**src/rtl/tnoc_packet_packer.sv**
```systemverilog
// tnoc_packet_packer
//   Serializes one packet (a header beat plus zero or more payload beats) into
//   a tnoc flit stream {data, tail, head, flit_type}. The header is cut into
//   HEADER_FLITS chunks of FLIT_DATA_WIDTH bits, LSB chunk first, with the last
//   chunk zero-padded. Each payload beat becomes one zero-extended flit. The
//   flit output is registered and uses valid/ready backpressure.
//
// Ports
//   i_clk, i_rst_n          clock, asynchronous active-low reset
//   i_header_valid/o_header_ready, i_header, i_header_no_payload
//                           header beat handshake; no_payload sampled with it
//   i_payload_valid/o_payload_ready, i_payload, i_payload_last
//                           payload beat handshake; last closes the packet
//   o_flit_valid/i_flit_ready, o_flit
//                           flit stream toward the router input port
//   o_packet_count          (TNOC_PACKET_PACKER_STATS_EN only) wrapping count
//                           of tail flits taken downstream
//
// Build option
//   TNOC_PACKET_PACKER_STATS_EN : adds o_packet_count.

module tnoc_packet_packer #(
    parameter int unsigned HEADER_WIDTH    = 100,
    parameter int unsigned PAYLOAD_WIDTH   = 36,
    parameter int unsigned FLIT_DATA_WIDTH = 64
) (
    input  logic                       i_clk,
    input  logic                       i_rst_n,
    input  logic                       i_header_valid,
    output logic                       o_header_ready,
    input  logic [HEADER_WIDTH-1:0]    i_header,
    input  logic                       i_header_no_payload,
    input  logic                       i_payload_valid,
    output logic                       o_payload_ready,
    input  logic [PAYLOAD_WIDTH-1:0]   i_payload,
    input  logic                       i_payload_last,
    output logic                       o_flit_valid,
    input  logic                       i_flit_ready,
    output logic [FLIT_DATA_WIDTH+2:0] o_flit
`ifdef TNOC_PACKET_PACKER_STATS_EN
    ,
    output logic [15:0]                o_packet_count
`endif
);

    localparam int unsigned HEADER_FLITS = (HEADER_WIDTH + FLIT_DATA_WIDTH - 1) / FLIT_DATA_WIDTH;
    localparam int unsigned FLIT_W       = FLIT_DATA_WIDTH + 3;
    localparam int unsigned HDR_PAD_W    = HEADER_FLITS * FLIT_DATA_WIDTH;
    localparam int unsigned CNT_W        = (HEADER_FLITS > 1) ? $clog2(HEADER_FLITS) : 1;

    localparam logic FT_HEADER  = 1'b0;
    localparam logic FT_PAYLOAD = 1'b1;

    typedef enum logic [1:0] {
        ST_IDLE    = 2'd0,
        ST_HEADER  = 2'd1,
        ST_PAYLOAD = 2'd2
    } state_e;

    // Flit layout: {data, tail, head, flit_type}
    function automatic logic [FLIT_W-1:0] pack_flit(
        input logic [FLIT_DATA_WIDTH-1:0] data,
        input logic                       tail,
        input logic                       head,
        input logic                       ftype
    );
        return {data, tail, head, ftype};
    endfunction

    state_e                    state_q, state_d;
    logic                      flit_valid_q, flit_valid_d;
    logic [FLIT_W-1:0]         flit_q, flit_d;
    logic [HEADER_WIDTH-1:0]   header_q, header_d;
    logic                      no_payload_q, no_payload_d;
    logic [CNT_W-1:0]          cnt_q, cnt_d;
    logic                      ready_en_q, ready_en_d;

    logic                      out_free;
    logic                      hdr_fire;
    logic                      pay_fire;
    logic [HDR_PAD_W-1:0]      hdr_pad;
    logic [FLIT_DATA_WIDTH-1:0] hdr_chunks [HEADER_FLITS];
    logic [FLIT_DATA_WIDTH-1:0] hdr_chunk;
    logic [FLIT_DATA_WIDTH-1:0] in_chunk0;

    // Stored header split into zero-padded flit-sized chunks
    assign hdr_pad   = HDR_PAD_W'(header_q);
    assign in_chunk0 = FLIT_DATA_WIDTH'(i_header);

    for (genvar g = 0; g < HEADER_FLITS; g++) begin : g_chunk
        assign hdr_chunks[g] = hdr_pad[g*FLIT_DATA_WIDTH +: FLIT_DATA_WIDTH];
    end

    // Output slot can take a new flit when empty or being drained this cycle
    assign out_free = !flit_valid_q || i_flit_ready;

    // ready_en_q keeps both readies low while reset is asserted
    assign o_header_ready  = ready_en_q && (state_q == ST_IDLE)    && out_free;
    assign o_payload_ready = ready_en_q && (state_q == ST_PAYLOAD) && out_free;

    assign hdr_fire = i_header_valid  && o_header_ready;
    assign pay_fire = i_payload_valid && o_payload_ready;

    assign o_flit_valid = flit_valid_q;
    assign o_flit       = flit_q;

    // Header chunk addressed by the chunk counter
    always_comb begin : chunk_sel
        hdr_chunk = '0;
        for (int unsigned k = 0; k < HEADER_FLITS; k++) begin
            if (cnt_q == CNT_W'(k)) begin
                hdr_chunk = hdr_chunks[k];
            end
        end
    end

    // Next-state and output-register load logic
    always_comb begin : next_state
        state_d      = state_q;
        header_d     = header_q;
        no_payload_d = no_payload_q;
        cnt_d        = cnt_q;
        flit_d       = flit_q;
        ready_en_d   = 1'b1;
        // Drained slot empties unless reloaded below; a stalled slot holds
        flit_valid_d = out_free ? 1'b0 : flit_valid_q;

        unique case (state_q)
            ST_IDLE: begin
                if (hdr_fire) begin
                    flit_valid_d = 1'b1;
                    flit_d       = pack_flit(in_chunk0,
                                             (HEADER_FLITS == 1) && i_header_no_payload,
                                             1'b1, FT_HEADER);
                    header_d     = i_header;
                    no_payload_d = i_header_no_payload;
                    cnt_d        = CNT_W'(1);
                    if (HEADER_FLITS > 1) begin
                        state_d = ST_HEADER;
                    end else if (!i_header_no_payload) begin
                        state_d = ST_PAYLOAD;
                    end else begin
                        state_d = ST_IDLE;
                    end
                end
            end

            ST_HEADER: begin
                if (out_free) begin
                    flit_valid_d = 1'b1;
                    if (cnt_q == CNT_W'(HEADER_FLITS - 1)) begin
                        flit_d  = pack_flit(hdr_chunk, no_payload_q, 1'b0, FT_HEADER);
                        cnt_d   = '0;
                        state_d = no_payload_q ? ST_IDLE : ST_PAYLOAD;
                    end else begin
                        flit_d  = pack_flit(hdr_chunk, 1'b0, 1'b0, FT_HEADER);
                        cnt_d   = cnt_q + CNT_W'(1);
                    end
                end
            end

            ST_PAYLOAD: begin
                if (pay_fire) begin
                    flit_valid_d = 1'b1;
                    flit_d       = pack_flit(FLIT_DATA_WIDTH'(i_payload), i_payload_last,
                                             1'b0, FT_PAYLOAD);
                    if (i_payload_last) begin
                        state_d = ST_IDLE;
                    end
                end
            end

            default: begin
                state_d = ST_IDLE;
            end
        endcase
    end

    // State and output registers
    always_ff @(posedge i_clk or negedge i_rst_n) begin : regs
        if (!i_rst_n) begin
            state_q      <= ST_IDLE;
            flit_valid_q <= 1'b0;
            flit_q       <= '0;
            header_q     <= '0;
            no_payload_q <= 1'b0;
            cnt_q        <= '0;
            ready_en_q   <= 1'b0;
        end else begin
            state_q      <= state_d;
            flit_valid_q <= flit_valid_d;
            flit_q       <= flit_d;
            header_q     <= header_d;
            no_payload_q <= no_payload_d;
            cnt_q        <= cnt_d;
            ready_en_q   <= ready_en_d;
        end
    end

`ifdef TNOC_PACKET_PACKER_STATS_EN
    logic [15:0] packet_count_q, packet_count_d;

    // Count tail flits accepted downstream; wraps naturally at 16 bits
    always_comb begin : stats_next
        packet_count_d = packet_count_q;
        if (flit_valid_q && i_flit_ready && flit_q[2]) begin
            packet_count_d = packet_count_q + 16'd1;
        end
    end

    always_ff @(posedge i_clk or negedge i_rst_n) begin : stats_reg
        if (!i_rst_n) begin
            packet_count_q <= '0;
        end else begin
            packet_count_q <= packet_count_d;
        end
    end

    assign o_packet_count = packet_count_q;
`endif

endmodule
```
**config.mk**
```make
export PLATFORM = sky130hd
export DESIGN_NAME = tnoc_packet_packer
export DESIGN_NICKNAME = d
export VERILOG_FILES = /design/src/rtl/tnoc_packet_packer.sv
export SDC_FILE = /design/constraint.sdc
export NUM_CORES = 1
export LEC_CHECK = 0
export ABC_AREA = 0
export ABC_CLOCK_PERIOD_IN_PS = 2600
export CAP_MARGIN = 20
export CORE_MARGIN = 2
export CORE_UTILIZATION = 35
export CTS_CLUSTER_DIAMETER = 40
export DETAILED_ROUTE_END_ITERATION = 6
export SYNTH_ARGS = -nofsm -noshare
export SYNTH_HDL_FRONTEND = slang
export SYNTH_SLANG_ARGS = --single-unit
```
**constraint.sdc**
```tcl
create_clock -name i_clk -period 2.6 [get_ports i_clk]
set_clock_uncertainty 0.15 [all_clocks]
set_input_delay 0.39 -clock i_clk [delete_from_list [all_inputs] [get_ports i_clk]]
set_output_delay 0.39 -clock i_clk [all_outputs]
set_load 0.005 [all_outputs]
```
# == After elaboration in Yosys (flattened, before gate mapping) ==
# Index checks and enable logic that the tools add are counted.
# word_totals
register_bits,173
in_bits,143
output_inout_bits,70
elab_cells,52
# op_classes
add_sub_neg,1
eq_ne,7
n_mux,22
n_reduce_logical,15
# ops
cell,n
67-bit two-way mux,3
67-bit case mux with 3 select lines,1
64-bit two-way mux,1
2-bit two-way mux,6
"2-bit != test, second input constant",5
1-bit two-way mux,7
1-bit logical AND,6
2-bit case mux with 3 select lines,1
5-bit AND reduction,1
4-bit AND reduction,1
3-bit two-way mux,1
1-bit case mux with 3 select lines,1
3-bit AND reduction,1
3-bit nonzero test,1
"2-bit by 1-bit == test with 1-bit output, second input constant",1
"2-bit == test, second input constant",1
2-bit logical NOT,1
1-bit case mux with 2 select lines,1
2-bit AND reduction,1
2-bit nonzero test,1
"1-bit adder, second input constant",1
1-bit logical NOT,1
1-bit logical OR,1

# == Logic depth before layout (Yosys ltp) ==
# logic_depth
depth_word,6
depth_mapped,9
mapped_depth_nobuf,6

# == Least setup slack after synthesis ==
# No wires, ideal clock.
# synth_path
path_kind,reg-to-reg
startpoint,register state_q[1]
endpoint,"register flit_q[10], in the netlist o_flit[10]"
setup_ps,127
arrival_time_ps,1897
required_ps,2323
slack_ps,425
path_stages_with_launch,10
n_path_buf,3
synth_period_minus_slack_ps,2175
cell_sequence,dfrtp_1 inv_1 ha_1 clkbuf_1 nor2_1 o21ai_2 a211oi_2 buf_6 buf_6 mux2_1
# synth_between
elab_chain_len,6
elab_cells_between_ends,15
classes_between,eq/ne: 5; mux: 1; reduce/logical: 9
# synth_rtl
element,line_no,rtl
start: declaration,70,"state_e state_q, state_d;"
start signal: assignment,190,state_q <= state_d;
2-bit == test or 2-bit logical NOT (tied branches),"99, 128, 98",
1-bit logical AND (on tied branches) (2 in a row),"99, 98",
1-bit logical AND (on tied branches),"102, 101",
2-bit != test (no line),n/a,
4-bit AND reduction (no line),n/a,
end signal: assignment,192,flit_q <= flit_d;
end: declaration,72,"logic [FLIT_W-1:0] flit_q, flit_d;"
# Parallel ways exist; a longest one is shown, timed or not.
# A chain may end at the register's enable or synchronous reset.

# == Final worst setup path ==
# layout_path
startpoint,register state_q[0]
endpoint,output port o_payload_ready
# layout_between
elab_chain_len,3
# layout_rtl
element,line_no,rtl
2-bit == test,99,assign o_payload_ready = ready_en_q && (state_q == ST_PAYLOAD) && out_free;
1-bit logical AND (2 in a row),99,
end: declaration,34,"output logic o_payload_ready,"
# No other way between the ends.

==> impl_metrics.toml <==
[placement]
gp_congestion = 0.741
place_ws_ns = 0.0799
place_hpwl_um = 14000
placed_cell_area_um2 = 10500
io_buffers = 212
place_inst = 1153

[flow_run]
maxCapViolations = 0

[critical_path]
critPathMaxStageDelay_ns = 0.53
r2r_end = "o_flit[12]"
end_kind = "primary output"
cp.required_ns = 2.06
path_cells = "inv_1, ha_4, and3_1, clkdlybuf4s50_1"
rr_worst_depth = 7
critPathBufInv = 2
cp-start-kind = "register"
crit_type = "reg2out"
cp_top_family = "buffers and inverters"
worst_ep_arrival_time_ns = 1.93
r2r_setup_slack_ns = 0.23
crit_fanout = 4
cp.depth = 4
timing.rr.start = "state_q[1]"
slowest_stage = "clkdlybuf4s50_1"

[routing]
vias = 5796
routed_via_density = 4.90
routedWlPerCell_um = 17.5
route.detailed.drc = 0
firstDrtPassIters = 5
postRouteAntennaNets = 0
drt_iter0_markers = 211
wl_um = 20800

[cells_and_area]
antenna_cells = 0
drive_gt1_frac = 0.230
stdcell_area_um2 = 11100
area_growth_pct = 38.7
fin_nets = 1036
final_cells = 1184

[logic_synthesis]
ys.flop_type = "dfrtp_1"
avgSynthCellArea_um2 = 11.7
yosys_warnings = 0
synth_top_family_by_area = "multiplexers"
synth-edff-count = 0
syn_inst = 684
synth-adder-area-share = 0.00781
async_flop_share = 1.00
synth_top_area_frac = 0.540
synth-compound-area-share = 0.104
yosysSeqAreaShare = 0.540
yosys.area.top_type = "dfrtp_1"
netlist_area_um2 = 8010
synth_nets = 832
synth.distinct_cells = 31
synth-seq-cells = 173
synth_area_leaders = "dfrtp_1, mux2_2, mux2_1"
synth_xor_area_frac = 0
yosys.area_share.simple = 0.0511
synthMuxAreaShare = 0.250

[global_route]
grt.total_usage = 0.177
grt_pass1_vias = 6006
grt_remaining_overflow = 0
use_met3 = 0.0518
busiest_layer = "met2"
grtUsageMet2 = 0.281
grt_start_max_net_pins = 61
grt_antenna_before_repair = 0
grt_pass1_wl_um = 33500
use_met1 = 0.239

[power]
irDropWorstVdd_uv = 612
p_leak_uw = 0.00477
pwr_density_cell_nw_per_um2 = 1210

[clocking]
clock-sinks = 173
clockRootBuffer = "clkbuf_16"
htreeDepth = 4
cts_max_path_buffers = 2
cts_made_buffers = 17
cts_tree = "built"
cts.clk_slew.worst_paths_ns = 0.06
clk_latency_ns = 0.42
cts_setup_buffers = 0

[sta]
setup_viol = 0
rsz0062_at_grt = "false"
finalHoldViolations = 0
max_freq_mhz = 405
slew-limit-headroom = 0.594
min_period_ns = 2.47
fin_ws_ns = 0.130
tightest_slew_ns = 0.608
min_period_over_period = 0.950
slew_viol_final = 0
fin_setup_tns_ns = 0

[run_status]
outcome = "complete, no violations"

[min_path]
min_to = "header_q[37]"
hold_path.class = "reg2reg"
worstHoldStart = "header_q[37]"
hold_depth = 2

[floorplan]
die_w_um = 155
start_util = 0.355
dieArea_um2 = 24100
core_region_area_um2 = 22600
die_y_um = 155
io_pins = 213
fp-row-count = 55
logic make-up after synthesis:
group,count (synthesis)
AOI/OAI and AO/OA,140
and+or+nand+nor,103
buffers and inverters,84
other,1
DFF,173
adders and majority gates,5
muxes,178
cell type report:
cell class / count / area, µm²
Clock inverter: 10 / 118
Clock buffer: 20 / 447
Multi-Input combinational cell: 427 / 3340
Fill cell: 2040 / 11500
Inverter: 33 / 124
Sequential cell: 173 / 4330
Timing Repair Buffer: 236 / 2390
Tap cell: 285 / 357
cells in the mapped netlist, types with 4 or more instances:
cell and number:
dfrtp_1 173, mux2_2 148, o21ai_0 58, nand2_1 57, a21oi_1 37, nor2_1 37, a22oi_1 36, inv_1 33
mux2_1 29, clkbuf_1 27, buf_2 17, ha_1 5, buf_6 4
worst register-to-register path, cell delays in order (launching register included):
cell,delay (ns)
dfrtp_1,0.47
inv_1,0.13
ha_4,0.20
a21bo_2,0.21
o21ai_2,0.08
a211oi_4,0.31
buf_4,0.33
mux2_2,0.38
power breakdown:
group,switching (µW),internal [µW]
logic,2610,3590
clock network,1060,1430
registers,710,4050
total,4380,9070
cells in the final DEF (no fill, tap or decap), drive strengths merged:
master,count
mux2,177
a22oi,36
nand2b,1
clkbuf,20
mux2i,1
dlygate4sd3,1
clkinv,6
clkdlybuf4s50,211
a21oi,37
nor2,37
a21bo,1
a221o,1
nand4,2
a211oi,1
inv,34
o21ai,59
and3b,1
a32oi,1
and3,2
a41oi,2
clkinvlp,1
a2111oi,1
conb,1
a21o,1
nand3,2
dfrtp,173
nand2,57
ha,5
buf,24
nor2b,1
bufinv,2
repair_timing:
item / CTS / global route
gates resized for setup: 0 / 1
hold endpoints to repair: 55 / 0
hold buffers: 1 / 0
setup endpoints to repair: 0 / 1
flip-flops by register name, summed over array words and instances (netlist names):
signal	count
state_q	2
ready_en_q	1
no_payload_q	1
o_flit_valid	1
cnt_q	1
header_q	100
o_flit	67
how the worst max path moves through the flow:
stage,end,startpoint
4_1_cts,o_payload_ready,state_q[0]
3_3_place_gp,o_flit[15],i_flit_ready
5_1_grt,o_payload_ready,state_q[0]
6_report,o_payload_ready,state_q[0]
2_1_floorplan,o_flit[10],state_q[1]
3_5_place_dp,o_flit[18],i_flit_ready
stage by stage:
step / hold WS, ns / total power [µW] / util
final: 0.325 / 13500 / 0.492
after global routing: 0.352 / 14500 / 0.492
after CTS: 0.336 / 13600 / 0.492
after detailed placement: 0.269 / 11100 / 0.466
after global placement: 0.275 / 10900 / 0.466
after floorplan: -0.0556 / 8630 / -
layer usage:
| metal | wire [µm] | vias to the layer above |
|---|---|---|
| met3 | 1380 | 12 |
| met2 | 9680 | 168 |
| li1 | - | 2790 |
| met4 | 217 | 0 |
| met1 | 9480 | 2826 |
| met5 | 0 | - |
(Power assumes the default switching activity.)
